$ cat src/rtl/mem_arb_pkg.sv
// mem_arb_pkg: shared memory-bus definitions for the instruction/data arbiter.
//   - bus_cmd_e   : 2-bit bus command encodings (BUS_NONE/BUS_LOAD/BUS_STORE)
//   - mem_owner_e : owner of an outstanding load tag (I-side or D-side)
//   - MEM_TAG_W   : width of memory transaction tags (tag 0 means "none")
package mem_arb_pkg;

  localparam int MEM_TAG_W    = 4;
  localparam int MEM_ADDR_W   = 64;
  localparam int MEM_DATA_W   = 64;
  localparam int MEM_NUM_TAGS = 1 << MEM_TAG_W;

  typedef enum logic [1:0] {
    BUS_NONE  = 2'h0,
    BUS_LOAD  = 2'h1,
    BUS_STORE = 2'h2
  } bus_cmd_e;

  typedef enum logic {
    OWNER_I = 1'b0,
    OWNER_D = 1'b1
  } mem_owner_e;

endpackage

$ cat src/rtl/mem_tag_table.sv
// mem_tag_table: records which client owns each outstanding memory load tag.
// Ports:
//   clk, rst      clock, synchronous active-high reset (clears all entries)
//   alloc_en      allocate alloc_tag to alloc_owner at the next posedge
//   alloc_tag     tag being allocated (tag 0 is never stored)
//   alloc_owner   client that issued the load
//   lookup_tag    tag currently returning from memory (0 = no return)
//   lookup_vld    returning tag is outstanding; the entry retires at next posedge
//   lookup_owner  owner of the returning tag (meaningful only with lookup_vld)
//   err           this cycle saw a return of an unknown tag or an allocation
//                 over a live entry
module mem_tag_table
  import mem_arb_pkg::*;
(
  input  logic                 clk,
  input  logic                 rst,
  input  logic                 alloc_en,
  input  logic [MEM_TAG_W-1:0] alloc_tag,
  input  mem_owner_e           alloc_owner,
  input  logic [MEM_TAG_W-1:0] lookup_tag,
  output logic                 lookup_vld,
  output mem_owner_e           lookup_owner,
  output logic                 err
);

  logic [MEM_NUM_TAGS-1:0] vld;
  mem_owner_e              own [MEM_NUM_TAGS];

  logic lookup_hit;
  logic alloc_do;
  logic alloc_clash;

  assign lookup_hit   = (lookup_tag != '0);
  assign lookup_vld   = lookup_hit && vld[lookup_tag];
  assign lookup_owner = own[lookup_tag];
  assign alloc_do     = alloc_en && (alloc_tag != '0);

  // An entry that retires in the same cycle it is reallocated is a legal
  // handover, not an overwrite of a live transaction.
  assign alloc_clash  = alloc_do && vld[alloc_tag] &&
                        !(lookup_vld && (lookup_tag == alloc_tag));
  assign err          = (lookup_hit && !vld[lookup_tag]) || alloc_clash;

  // Valid bits: retire first, then allocate, so allocation wins on a shared tag.
  always_ff @(posedge clk) begin
    if (rst) begin
      vld <= '0;
    end else begin
      if (lookup_vld) vld[lookup_tag] <= 1'b0;
      if (alloc_do)   vld[alloc_tag]  <= 1'b1;
    end
  end

  // Owner bits are qualified by vld and need no reset.
  always_ff @(posedge clk) begin
    if (alloc_do) own[alloc_tag] <= alloc_owner;
  end

endmodule

$ cat src/rtl/mem_arb.sv
// mem_arb: arbitrates the I-side and D-side caches onto a single memory bus.
// D-side has priority; memory accept tags go straight back to the granted
// client and returning data is routed by the owner recorded in mem_tag_table.
// Optional feature: define MEM_ARB_FAIR_EN to add an I-side starvation
// counter that forces one I-side grant after STARVE_LIMIT denied cycles.
// Ports:
//   clk, rst                 clock, synchronous active-high reset
//   Ictrl2mem_*              I-side request (addr, command: NONE/LOAD)
//   mem2Ictrl_*              I-side accept tag, return tag and return data
//   Dctrl2mem_*              D-side request (addr, store data, command)
//   mem2Dctrl_*              D-side accept tag, return tag and return data
//   proc2mem_*               request forwarded to memory
//   mem2proc_*               memory accept tag, return tag and return data
//   arb_err_o                sticky: unknown return tag or tag overwrite seen
module mem_arb
  import mem_arb_pkg::*;
#(
  parameter int STARVE_LIMIT = 8
) (
  input  logic                  clk,
  input  logic                  rst,
  input  logic [MEM_ADDR_W-1:0] Ictrl2mem_addr_i,
  input  logic [1:0]            Ictrl2mem_command_i,
  output logic [MEM_TAG_W-1:0]  mem2Ictrl_response_o,
  output logic [MEM_TAG_W-1:0]  mem2Ictrl_tag_o,
  output logic [MEM_DATA_W-1:0] mem2Ictrl_data_o,
  input  logic [MEM_ADDR_W-1:0] Dctrl2mem_addr_i,
  input  logic [MEM_DATA_W-1:0] Dctrl2mem_data_i,
  input  logic [1:0]            Dctrl2mem_command_i,
  output logic [MEM_TAG_W-1:0]  mem2Dctrl_response_o,
  output logic [MEM_TAG_W-1:0]  mem2Dctrl_tag_o,
  output logic [MEM_DATA_W-1:0] mem2Dctrl_data_o,
  output logic [MEM_ADDR_W-1:0] proc2mem_addr_o,
  output logic [MEM_DATA_W-1:0] proc2mem_data_o,
  output logic [1:0]            proc2mem_command_o,
  input  logic [MEM_TAG_W-1:0]  mem2proc_response_i,
  input  logic [MEM_TAG_W-1:0]  mem2proc_tag_i,
  input  logic [MEM_DATA_W-1:0] mem2proc_data_i,
  output logic                  arb_err_o
);

  logic       i_req;
  logic       d_req;
  logic       grant_i;
  logic       grant_d;
  logic       force_i;
  logic       accepted;
  logic       alloc_en;
  mem_owner_e alloc_owner;
  logic       lookup_vld;
  mem_owner_e lookup_owner;
  logic       tbl_err;
  logic       ret_i;
  logic       ret_d;

  assign i_req    = (Ictrl2mem_command_i != BUS_NONE);
  assign d_req    = (Dctrl2mem_command_i != BUS_NONE);
  assign grant_i  = i_req && (force_i || !d_req);
  assign grant_d  = d_req && !grant_i;
  assign accepted = (mem2proc_response_i != '0);

  always_comb begin
    proc2mem_addr_o    = '0;
    proc2mem_data_o    = '0;
    proc2mem_command_o = BUS_NONE;
    if (grant_d) begin
      proc2mem_addr_o    = Dctrl2mem_addr_i;
      proc2mem_data_o    = Dctrl2mem_data_i;
      proc2mem_command_o = Dctrl2mem_command_i;
    end else if (grant_i) begin
      proc2mem_addr_o    = Ictrl2mem_addr_i;
      proc2mem_command_o = Ictrl2mem_command_i;
    end
  end

  assign mem2Ictrl_response_o = grant_i ? mem2proc_response_i : '0;
  assign mem2Dctrl_response_o = grant_d ? mem2proc_response_i : '0;

  // Only accepted loads expect data back; stores leave no table entry.
  assign alloc_en    = accepted &&
                       ((grant_i && (Ictrl2mem_command_i == BUS_LOAD)) ||
                        (grant_d && (Dctrl2mem_command_i == BUS_LOAD)));
  assign alloc_owner = grant_d ? OWNER_D : OWNER_I;

  mem_tag_table u_tag_table (
    .clk          (clk),
    .rst          (rst),
    .alloc_en     (alloc_en),
    .alloc_tag    (mem2proc_response_i),
    .alloc_owner  (alloc_owner),
    .lookup_tag   (mem2proc_tag_i),
    .lookup_vld   (lookup_vld),
    .lookup_owner (lookup_owner),
    .err          (tbl_err)
  );

  assign ret_i = lookup_vld && (lookup_owner == OWNER_I);
  assign ret_d = lookup_vld && (lookup_owner == OWNER_D);

  assign mem2Ictrl_tag_o  = ret_i ? mem2proc_tag_i  : '0;
  assign mem2Ictrl_data_o = ret_i ? mem2proc_data_i : '0;
  assign mem2Dctrl_tag_o  = ret_d ? mem2proc_tag_i  : '0;
  assign mem2Dctrl_data_o = ret_d ? mem2proc_data_i : '0;

  always_ff @(posedge clk) begin
    if (rst) begin
      arb_err_o <= 1'b0;
    end else if (tbl_err) begin
      arb_err_o <= 1'b1;
    end
  end

`ifdef MEM_ARB_FAIR_EN
  logic [3:0] starve_cnt;
  logic [4:0] starve_inc;

  assign starve_inc = {1'b0, starve_cnt} + 5'd1;

  // Counts consecutive I-side cycles without an accept; hitting the limit
  // grants the I-side unconditionally for one cycle and restarts the count.
  always_ff @(posedge clk) begin
    if (rst) begin
      starve_cnt <= '0;
      force_i    <= 1'b0;
    end else begin
      force_i <= 1'b0;
      if (i_req) begin
        if (grant_i && accepted) begin
          starve_cnt <= '0;
        end else if (starve_inc == 5'(STARVE_LIMIT)) begin
          starve_cnt <= '0;
          force_i    <= 1'b1;
        end else begin
          starve_cnt <= starve_inc[3:0];
        end
      end
    end
  end
`else
  assign force_i = 1'b0;
`endif

endmodule

$ cat config.mk
export PLATFORM = sky130hd
export DESIGN_NAME = mem_arb
export DESIGN_NICKNAME = d
export VERILOG_FILES = /design/src/rtl/mem_arb_pkg.sv /design/src/rtl/mem_tag_table.sv /design/src/rtl/mem_arb.sv
export SDC_FILE = /design/constraint.sdc
export NUM_CORES = 1
export LEC_CHECK = 0
export CORE_AREA = 2 2 210 212
export CTS_CLUSTER_DIAMETER = 100
export DETAILED_ROUTE_END_ITERATION = 12
export DIE_AREA = 0 0 212 214
export MAX_ROUTING_LAYER = met4
export PLACE_DENSITY = 0.35
export RECOVER_POWER = 100
export SLEW_MARGIN = 15
export SYNTH_ARGS = -nofsm -noshare
export SYNTH_HDL_FRONTEND = slang
export SYNTH_SLANG_ARGS = --single-unit
$ cat constraint.sdc
create_clock -name clk -period 10.7 [get_ports clk]
set_clock_uncertainty 0.2 [all_clocks]
set_input_delay 3.21 -clock clk [delete_from_list [all_inputs] [get_ports clk]]
set_output_delay 3.21 -clock clk [all_outputs]
set_load 0.02 [all_outputs]
==> results of run 1 <==
## cells by family (layout without fill, tap and decap cells)
| group | after synthesis | after routing | share of synthesized area |
|---|---|---|---|
| buffers and inverters | 80 | 584 | 0.110 |
| muxes | 15 | 15 | 0.0669 |
| xor gates and xnor gates | 4 | 4 | 0.00880 |
| DFF | 33 | 33 | 0.206 |
| and+or+nand+nor | 263 | 263 | 0.396 |
| other | 1 | 10 | 0.000941 |
| AOI/OAI and AO/OA | 110 | 110 | 0.211 |
## per-layer routing
| layer | global-route usage | vias to the layer above | wire length [um] |
|---|---|---|---|
| met5 | - | - | 0 |
| met4 | 0.0369 | 0 | 884 |
| met3 | 0.0476 | 40 | 3580 |
| met2 | 0.322 | 388 | 20800 |
| met1 | 0.126 | 2786 | 10700 |
| li1 | - | 2853 | - |
## power by group
group          switching [W]  internal [W]
registers         0.00000142      0.000135
logic               0.000206      0.000209
clock network      0.0000521      0.000109
## state kept, by name, summed over array words and instances (netlist names)
signal	cells
u_tag_table.vld	16
u_tag_table.own	16
arb_err_o	1
## worst max-delay path: cells and delay by family
family	cells	cell delay, ns
AND/OR/NAND/NOR	2	0.59
AO/OA/AOI/OAI	3	0.57
buffers and inverters	3	2.31
## placed cells by master, fill, tap and decap left out, types with 3 or more instances in the layout
master,instances
nand3b_1,3
nand3_1,5
nand2_1,17
and2_1,78
a22o_1,64
mux2i_1,3
clkdlybuf4s50_1,317
edfxtp_1,16
mux2_2,3
a21oi_1,18
and3_1,128
diode_2,9
dfxtp_1,17
nand2b_1,6
clkbuf_16,5
inv_1,17
o21ai_0,17
buf_4,11
nor2b_1,5
dlygate4sd3_1,227
mux4_2,9
nor2_1,9
## worst max path at each step
stage	startpoint	depth (start not counted)	to	slack [ns]
2_1_floorplan	mem2proc_tag_i[2]	7	mem2Dctrl_data_o[14]	2.59
3_3_place_gp	mem2proc_tag_i[1]	8	mem2Ictrl_data_o[63]	0.87
3_5_place_dp	mem2proc_tag_i[1]	8	mem2Ictrl_data_o[63]	0.83
4_1_cts	mem2proc_tag_i[1]	8	mem2Ictrl_data_o[63]	0.83
5_1_grt	mem2proc_tag_i[1]	8	mem2Dctrl_data_o[15]	0.32
6_report	mem2proc_tag_i[1]	8	mem2Ictrl_data_o[8]	0.56
## layout make-up
class | count | area, sq um
fillers | 4751 | 32800
repair buffers | 559 | 5550
multi-input cells | 393 | 2740
flip-flops and latches | 33 | 821
well taps | 585 | 732
clock buffers | 6 | 129
inverters | 17 | 63.8
clock inverters | 2 | 33.8
diodes | 9 | 22.5
## through the flow
step | setup WS (ns) | total power, W | hold slack (ns) | std cells | area (sq um)
global route | 0.322 | 0.000745 | 0.289 | 1604 | 10100
CTS | 0.828 | 0.000749 | 0.272 | 1595 | 10100
global placement | 0.868 | 0.000586 | 0.266 | 1587 | 9930
finish | 0.564 | 0.000713 | 0.266 | 1604 | 10100
detailed placement | 0.830 | 0.000586 | 0.264 | 1587 | 9930
floorplan | 2.59 | 0.000320 | 0.233 | 506 | 3980
==> impl_metrics.json, run 1 <==
{
  "status": "complete, no violations",
  "startpoint_type": "input port",
  "r2r-end": "arb_err_o$_SDFFE_PP0P_",
  "clk_latency_ns": 0.28,
  "clk_pin_slew_ns": 0.05,
  "synth_common_cells": "128 x and3_1, 79 x and2_1, 64 x a22o_1",
  "rr_worst_depth": 5,
  "synth_cell_type_count": 42,
  "grtUsageTotal": 0.154,
  "antenna_found_initial": 20,
  "hold_end": "u_tag_table.vld[0]$_SDFF_PP0_",
  "yosys-top-cells-area": "and3_1 20%, a22o_1 14%, and2_1 12%",
  "max-clock-path-buffers": 2,
  "min-delay-start": "u_tag_table.vld[0]$_SDFF_PP0_",
  "grt_pass1_wl_um": 48000,
  "synthToLayoutAreaGrowth_pct": 153,
  "ctsResizeCount": 0,
  "slew_headroom": 0.323,
  "rsz0062_at_grt": "false",
  "syn_nets": 776,
  "ir_drop_mv": 0.0469,
  "synth.largest_area_cell": "and3_1",
  "fin_tns_setup_ns": 0,
  "fin_crit_ns": 10.14,
  "drt-initial-drc-count": 278,
  "chipWidth_um": 212,
  "gp_congestion": 0.826,
  "min_path_cells": 1,
  "dr_total_vias": 6067,
  "drive_above_1_share": 0.0386,
  "crit_path_top_delay_cell": "dlygate4sd3_1",
  "hold_violations": 0,
  "port_buffers": 544,
  "r2r_start": "u_tag_table.vld[2]$_SDFF_PP0_",
  "antenna_left": 0,
  "yosys_most_used_dff": "dfxtp_1",
  "mappedNetlistArea_sq_um": 3980,
  "yosys_warnings": 0,
  "setup_violations": 0,
  "fin_crit_sh": 0.947,
  "crit_chain": "dlygate4sd3_1 > nand2b_1 > o221ai_1 > o21bai_4 > a21oi_4 > clkbuf_2 > and3_1 > dlygate4sd3_1",
  "clock-sinks": 33,
  "utilization": 0.235,
  "post_cts_buffers": 0,
  "crit_type": "input port to primary output",
  "async_flop_share": 0,
  "drv_slew": 0,
  "clockRootBuffer": "clkbuf_16",
  "max_freq_mhz": 98.7,
  "row_count": 76,
  "viasPerCell": 3.78,
  "avgRoutedWirePerCell_um": 22.4,
  "htree_levels": 2,
  "regToRegSetupSlack_ns": 9.11,
  "io-pin-count": 545,
  "cts_buffers": 5,
  "grt_pass1_vias": 6114,
  "tritoncts": "yes",
  "slowest_delay_ns": 1.05,
  "worst-slew-pin-transition_ns": 1.01,
  "p_leak_nw": 4.48,
  "yosys.cell_count.top_type": "and3_1",
  "start_util": 0.0929,
  "synth_edf_count": 16,
  "finalWirelength_um": 36000,
  "crit_arrival_ns": 6.73,
  "cpMostUsedCell": "dlygate4sd3_1",
  "syn_inst": 506,
  "core_area_sq_um": 42900,
  "drc": 0,
  "synth_top_cell_area_share": 0.201,
  "dpl.hpwl_um": 31900,
  "dr.pass1.iters": 4,
  "powerDensity_nw_per_um2": 70.6,
  "nets": 1279,
  "postSynthAreaPerCell_sq_um": 7.87,
  "end_kind": "primary output",
  "die_area_sq_um": 45400,
  "overflow": 0,
  "ctsHoldBuffers": 0,
  "maxCapViolCount": 0,
  "grt_max_degree": 83,
  "die_h_um": 214,
  "yosys_register_bits": 33,
  "ys_seq_area_frac": 0.206,
  "hold_path.class": "flip-flop to flip-flop",
  "crit_required_ns": 7.29,
  "path_max_fanout": 45
}
No activity file was read; power rests on OpenSTA's default activity.
==> run 2: changes to the inputs <==
--- a/config.mk
+++ b/config.mk
@@ -5,12 +5,12 @@
 export SDC_FILE = /design/constraint.sdc
 export NUM_CORES = 1
 export LEC_CHECK = 0
-export CORE_AREA = 2 2 210 212
+export CORE_AREA = 2 2 213 215
 export CTS_CLUSTER_DIAMETER = 100
 export DETAILED_ROUTE_END_ITERATION = 12
-export DIE_AREA = 0 0 212 214
+export DIE_AREA = 0 0 215 217
+export DONT_BUFFER_PORTS = 1
 export MAX_ROUTING_LAYER = met4
-export PLACE_DENSITY = 0.35
 export RECOVER_POWER = 100
 export SLEW_MARGIN = 15
 export SYNTH_ARGS = -nofsm -noshare
==> constraint.sdc (replaced) <==
create_clock -name clk -period 10.8 [get_ports clk]
set_clock_uncertainty 0.2 [all_clocks]
set_input_delay 3.24 -clock clk [delete_from_list [all_inputs] [get_ports clk]]
set_output_delay 3.24 -clock clk [all_outputs]
set_load 0.02 [all_outputs]
==> impl_metrics.json, run 2 <==
{
  "status": "did not finish",
  "haltStage": "detailed routing",
  "error": "[ERROR DRT-0255] Maze Route cannot find path of net mem2proc_data_i[2] in worker of routeBox ( 193200 0 ) ( 215000 48300 ).",
  "post_cts_buffers": 0,
  "gp_congestion": 0.892,
  "max-clock-path-buffers": 2,
  "ctsResizeCount": 0,
  "yosys.cell_count.top_type": "and3_1",
  "yosys_most_used_dff": "dfxtp_1",
  "synth_top_cell_area_share": 0.201,
  "grt_pass1_vias": 3733,
  "grtUsageTotal": 0.136,
  "start_util": 0.0891,
  "syn_nets": 776,
  "synth_cell_type_count": 42,
  "clock-sinks": 33,
  "port_buffers": 0,
  "overflow": 0,
  "mappedNetlistArea_sq_um": 3980,
  "async_flop_share": 0,
  "dpl.hpwl_um": 30400,
  "syn_inst": 506,
  "htree_levels": 2,
  "ctsHoldBuffers": 0,
  "io-pin-count": 545,
  "ys_seq_area_frac": 0.206,
  "chipWidth_um": 215,
  "yosys_warnings": 0,
  "synth_common_cells": "128 x and3_1, 79 x and2_1, 64 x a22o_1",
  "yosys_register_bits": 33,
  "cts_buffers": 5,
  "antenna_found_initial": 68,
  "clockRootBuffer": "clkbuf_16",
  "row_count": 78,
  "synth.largest_area_cell": "and3_1",
  "grt_pass1_wl_um": 40500,
  "grt_max_degree": 110,
  "synth_edf_count": 16,
  "yosys-top-cells-area": "and3_1 20%, a22o_1 14%, and2_1 12%",
  "die_h_um": 217,
  "postSynthAreaPerCell_sq_um": 7.87
}
==> run 2: cell counts after synthesis <==
Identical to the previous run, type by type.
==> run 2: metal layers <==
| metal | GRT usage |
|---|---|
| met1 | 0.105 |
| met2 | 0.282 |
| met3 | 0.0625 |
| met4 | 0.0301 |
| met5 | - |
==> run 2: cells by family after synthesis <==
family | after synthesis | synth area share
and+or+nand+nor | 263 | 0.396
AOI/OAI and AO/OA | 110 | 0.211
buffers and inverters | 80 | 0.110
DFF | 33 | 0.206
muxes | 15 | 0.0669
xor gates and xnor gates | 4 | 0.00880
other | 1 | 0.000941
==> run 2: per-stage QoR <==
stage | area (sq um) | setup WS [ns] | utilization | cells
floorplan | 3980 | 2.63 | - | 506
global placement | 4420 | 1.96 | 0.0988 | 1048
detailed placement | 4420 | 1.84 | 0.0988 | 1048
CTS | 4560 | 1.83 | 0.102 | 1056
global route | 4710 | 1.04 | 0.105 | 1105
==> run 3: changes to the inputs <==
--- a/config.mk
+++ b/config.mk
@@ -5,12 +5,11 @@
 export SDC_FILE = /design/constraint.sdc
 export NUM_CORES = 1
 export LEC_CHECK = 0
-export CORE_AREA = 2 2 213 215
-export CTS_CLUSTER_DIAMETER = 100
+export CORE_AREA = 2 2 212 214
 export DETAILED_ROUTE_END_ITERATION = 12
-export DIE_AREA = 0 0 215 217
+export DIE_AREA = 0 0 214 216
 export DONT_BUFFER_PORTS = 1
-export MAX_ROUTING_LAYER = met4
+export PLACE_DENSITY_LB_ADDON = 0.15
 export RECOVER_POWER = 100
 export SLEW_MARGIN = 15
 export SYNTH_ARGS = -nofsm -noshare
==> impl_metrics.json, run 3 (synthesized netlist as in run 1, its figures left out) <==
{
  "grt_max_degree": 103,
  "path_max_fanout": 66,
  "nets": 726,
  "clockRootBuffer": "clkbuf_16",
  "min_path_cells": 1,
  "crit_required_ns": 7.36,
  "crit_type": "input port to primary output",
  "fin_crit_sh": 0.896,
  "dr.pass1.iters": 5,
  "grtUsageTotal": 0.124,
  "overflow": 0,
  "hold_violations": 0,
  "setup_violations": 0,
  "clk_latency_ns": 0.27,
  "status": "finished with violations",
  "drt-initial-drc-count": 166,
  "powerDensity_nw_per_um2": 106,
  "min-delay-start": "u_tag_table.vld[0]$_SDFF_PP0_",
  "r2r-end": "arb_err_o$_SDFFE_PP0P_",
  "drive_above_1_share": 0.0569,
  "nFillCells": 5126,
  "chipWidth_um": 214,
  "startpoint": "mem2proc_tag_i[2]",
  "antenna_found_initial": 23,
  "die_area_sq_um": 46200,
  "fin_crit_ns": 9.67,
  "clock-sinks": 33,
  "dp_cells": 1041,
  "hold_ws_ns": 0.267,
  "rr_worst_depth": 5,
  "port_buffers": 0,
  "post_cts_buffers": 0,
  "core_area_sq_um": 43800,
  "dr_total_vias": 4064,
  "gp_congestion": 0.857,
  "fin_cells": 1060,
  "fin_tns_setup_ns": 0,
  "tritoncts": "yes",
  "drv_slew": 134,
  "die_h_um": 216,
  "p_leak_nw": 1.92,
  "finalWirelength_um": 30900,
  "grt_pass1_vias": 4006,
  "dpl.hpwl_um": 27400,
  "synthToLayoutAreaGrowth_pct": 14.5,
  "r2r_start": "u_tag_table.vld[2]$_SDFF_PP0_",
  "violations": "capacitance limit, slew limit",
  "io-pin-count": 545,
  "hold_path.class": "flip-flop to flip-flop",
  "ir_drop_mv": 0.0438,
  "maxCapViolCount": 2,
  "crit_arrival_ns": 6.23,
  "ctsResizeCount": 0,
  "hold_end": "u_tag_table.vld[0]$_SDFF_PP0_",
  "grt_pass1_wl_um": 39000,
  "avgRoutedWirePerCell_um": 29.2,
  "final_cell_mix": "128 x and3_1, 75 x and2_0, 64 x a22o_1, 18 x a21oi_1",
  "top_regs": "u_tag_table.own (16), u_tag_table.vld (16), arb_err_o (1)",
  "end_kind": "primary output",
  "viasPerCell": 3.83,
  "worst-slew-pin-transition_ns": 2.37,
  "startpoint_type": "input port",
  "antenna_left": 0,
  "cts_buffers": 5,
  "max_freq_mhz": 103,
  "start_util": 0.0909,
  "utilization": 0.104,
  "max-clock-path-buffers": 2,
  "seq_area_sq_um": 821,
  "drc": 0,
  "ctsHoldBuffers": 0,
  "row_count": 77,
  "htree_levels": 2,
  "layout_commonest_cell": "and3_1",
  "regToRegSetupSlack_ns": 9.23,
  "rsz0062_at_grt": "false",
  "slew_headroom": -0.582,
  "clk_pin_slew_ns": 0.05,
  "multi_input_area_sq_um": 2740
}
==> run 3: worst max-delay path by stage <==
stage | to | slack, ns
3_3_place_gp | mem2Dctrl_tag_o[1] | 1.96
2_1_floorplan | mem2Dctrl_data_o[14] | 2.63
6_report | mem2Ictrl_tag_o[0] | 1.13
5_1_grt | mem2Ictrl_tag_o[0] | 0.84
4_1_cts | mem2Dctrl_data_o[24] | 1.96
3_5_place_dp | mem2Dctrl_data_o[24] | 1.97
==> run 3: report_power, final <==
group	internal, W	switching [W]
sequential	0.000134	0.00000236
combinational	0.0000444	0.000165
clock	0.0000857	0.0000505
==> run 3: worst max-delay path, stage by stage <==
cell	delay [ns]
or2_2	0.36
nand2b_1	0.21
nand4_1	0.11
clkbuf_1	1.67
a21oi_1	0.18
and2_0	0.44
==> run 3: cell type report <==
type	instances	area share
diodes	11	0.00603
clock buffers	8	0.0299
inverters	17	0.0140
multi-input cells	393	0.601
flip-flops and latches	33	0.180
well taps	592	0.162
repair buffers	6	0.00658
==> run 3: per-stage QoR <==
step	power [W]	instance area, sq um	worst slack, ns
final	0.000482	4560	1.13
after global routing	0.000500	4560	0.838
after CTS	0.000493	4550	1.96
after detailed placement	0.000355	4410	1.97
after global placement	0.000356	4410	1.96
after floorplan	0.000317	3980	2.63
==> run 3: layer usage <==
layer	vias up	global-route usage	wire length, um
li1	1740	-	-
met1	1884	0.110	9590
met2	361	0.258	17300
met3	59	0.0357	2550
met4	20	0.0441	1300
met5	-	0	132
==> run 4: changes to the inputs <==
==> constraint.sdc (replaced) <==
create_clock -name clk -period 9.4 [get_ports clk]
set_clock_uncertainty 0.2 [all_clocks]
set_input_delay 2.82 -clock clk [delete_from_list [all_inputs] [get_ports clk]]
set_output_delay 2.82 -clock clk [all_outputs]
set_load 0.02 [all_outputs]
==> impl_metrics.json, run 4 (synthesized netlist as in run 1, its figures left out) <==
{
  "clk_pin_slew_ns": 0.05,
  "fin_crit_ns": 8.44,
  "grtUsageTotal": 0.126,
  "powerDensity_nw_per_um2": 122,
  "drt-initial-drc-count": 243,
  "end_kind": "primary output",
  "io-pin-count": 545,
  "start_util": 0.0909,
  "ctsResizeCount": 0,
  "crit_chain": "or2_4 > nor2_2 > buf_4 > a22o_1",
  "seqPwrFrac": 0.279,
  "core_area_sq_um": 43800,
  "ctsHoldBuffers": 0,
  "hold_path.class": "flip-flop to flip-flop",
  "placed_cell_area_sq_um": 4420,
  "startpoint_type": "input port",
  "crit_buf_inv": 1,
  "crit_required_ns": 6.38,
  "clkPwrFrac": 0.295,
  "crit_arrival_ns": 5.42,
  "seq_area_sq_um": 821,
  "avgRoutedWirePerCell_um": 29.6,
  "busiest_layer": "met2",
  "worst-slew-pin-transition_ns": 1.72,
  "tritoncts": "yes",
  "clockRootBuffer": "clkbuf_16",
  "grt_max_degree": 129,
  "p_leak_nw": 1.93,
  "finalWirelength_um": 31500,
  "nets": 727,
  "setup_violations": 0,
  "use_met3": 0.0311,
  "die_h_um": 216,
  "p_int_w": 0.000311,
  "slew_headroom": -0.150,
  "clock-sinks": 33,
  "hold_violations": 0,
  "htree_levels": 2,
  "gp_congestion": 0.876,
  "fin_tns_setup_ns": 0,
  "post_cts_buffers": 0,
  "grt_pass1_wl_um": 39900,
  "final_area_sq_um": 4590,
  "max-clock-path-buffers": 2,
  "multi_input_area_sq_um": 2740,
  "die_area_sq_um": 46200,
  "port_buffers": 0,
  "swShare": 0.445,
  "dr_total_vias": 4175,
  "viasPerCell": 3.92,
  "cts_buffers": 5,
  "status": "finished with violations",
  "nFillCells": 5092,
  "max_freq_mhz": 118,
  "drv_slew": 168,
  "pwr-share-comb": 0.426,
  "dpl.hpwl_um": 27500,
  "antenna_left": 0,
  "met1_usage": 0.114,
  "chipWidth_um": 214,
  "row_count": 77,
  "violations": "capacitance limit, slew limit",
  "crit_type": "input port to primary output",
  "overflow": 0,
  "top_regs": "u_tag_table.own (16), u_tag_table.vld (16), arb_err_o (1)",
  "switchingPower_w": 0.000249,
  "drc": 0,
  "final_cell_mix": "128 x and3_1, 76 x and2_0, 64 x a22o_1, 18 x a21oi_1",
  "dr.pass1.iters": 4,
  "ir_drop_mv": 0.0519,
  "antenna_found_initial": 21,
  "use_met2": 0.273,
  "layout_commonest_cell": "and3_1",
  "drive_above_1_share": 0.0677,
  "rsz0062_at_grt": "false",
  "maxCapViolCount": 2,
  "crit_path_top_delay_cell": "nor2_2",
  "fin_crit_sh": 0.898,
  "synthToLayoutAreaGrowth_pct": 15.2,
  "clk_latency_ns": 0.28,
  "critPathTopFamily": "simple AND/OR/NAND/NOR gates",
  "grt_pass1_vias": 4083,
  "slowest_delay_ns": 1.38,
  "path_max_fanout": 73
}
## run 4: cell count changes in the layout (fill, tap and decap cells not counted), sizes merged
cell | previous run | this run
diode | 11 | 15
buf | 2 | 3
## run 4: worst paths after layout
path | start | endpoint | slack (ns) | cells after the start
worst max-delay path | Dctrl2mem_command_i[1] | proc2mem_addr_o[32] | 0.96 | 4
worst min register to register | u_tag_table.vld[0]$_SDFF_PP0_ | u_tag_table.vld[0]$_SDFF_PP0_ | 0.27 | 1
worst min-delay path | u_tag_table.vld[0]$_SDFF_PP0_ | u_tag_table.vld[0]$_SDFF_PP0_ | 0.27 | 1
worst max register to register | u_tag_table.vld[14]$_SDFF_PP0_ | arb_err_o$_SDFFE_PP0P_ | 7.84 | 4
## run 4: final cells by class
cell class,instances,share of cell area
Multi-Input combinational cell,393,0.597
Sequential cell,33,0.179
Tap cell,592,0.161
Clock buffer,8,0.0319
Inverter,17,0.0139
Timing Repair Buffer,7,0.00873
Antenna cell,15,0.00818
## run 4: per-layer routing
metal / vias to the layer above / wire (um)
met1: 1990 / 9670
met5: - / 31
li1: 1752 / -
met2: 375 / 18500
met3: 52 / 2550
met4: 6 / 745
## run 4: power by group through the flow
stage / combinational (W) / clock (W) / sequential, W
4_1_cts: 0.000246 / 0.000169 / 0.000157
3_5_place_dp: 0.000246 / 0 / 0.000160
6_report: 0.000239 / 0.000165 / 0.000156
2_1_floorplan: 0.000206 / 0 / 0.000158
5_1_grt: 0.000250 / 0.000173 / 0.000157
3_3_place_gp: 0.000247 / 0 / 0.000160
## run 4: per-stage QoR
stage | std cells | util | worst slack [ns] | power [W] | hold slack, ns
6_report | 1065 | 0.105 | 0.960 | 0.000560 | 0.267
3_5_place_dp | 1042 | 0.101 | 1.51 | 0.000405 | 0.263
4_1_cts | 1050 | 0.104 | 1.51 | 0.000572 | 0.274
5_1_grt | 1060 | 0.104 | 0.745 | 0.000579 | 0.301
2_1_floorplan | 506 | - | 2.07 | 0.000364 | 0.233
3_3_place_gp | 1042 | 0.101 | 1.43 | 0.000407 | 0.259
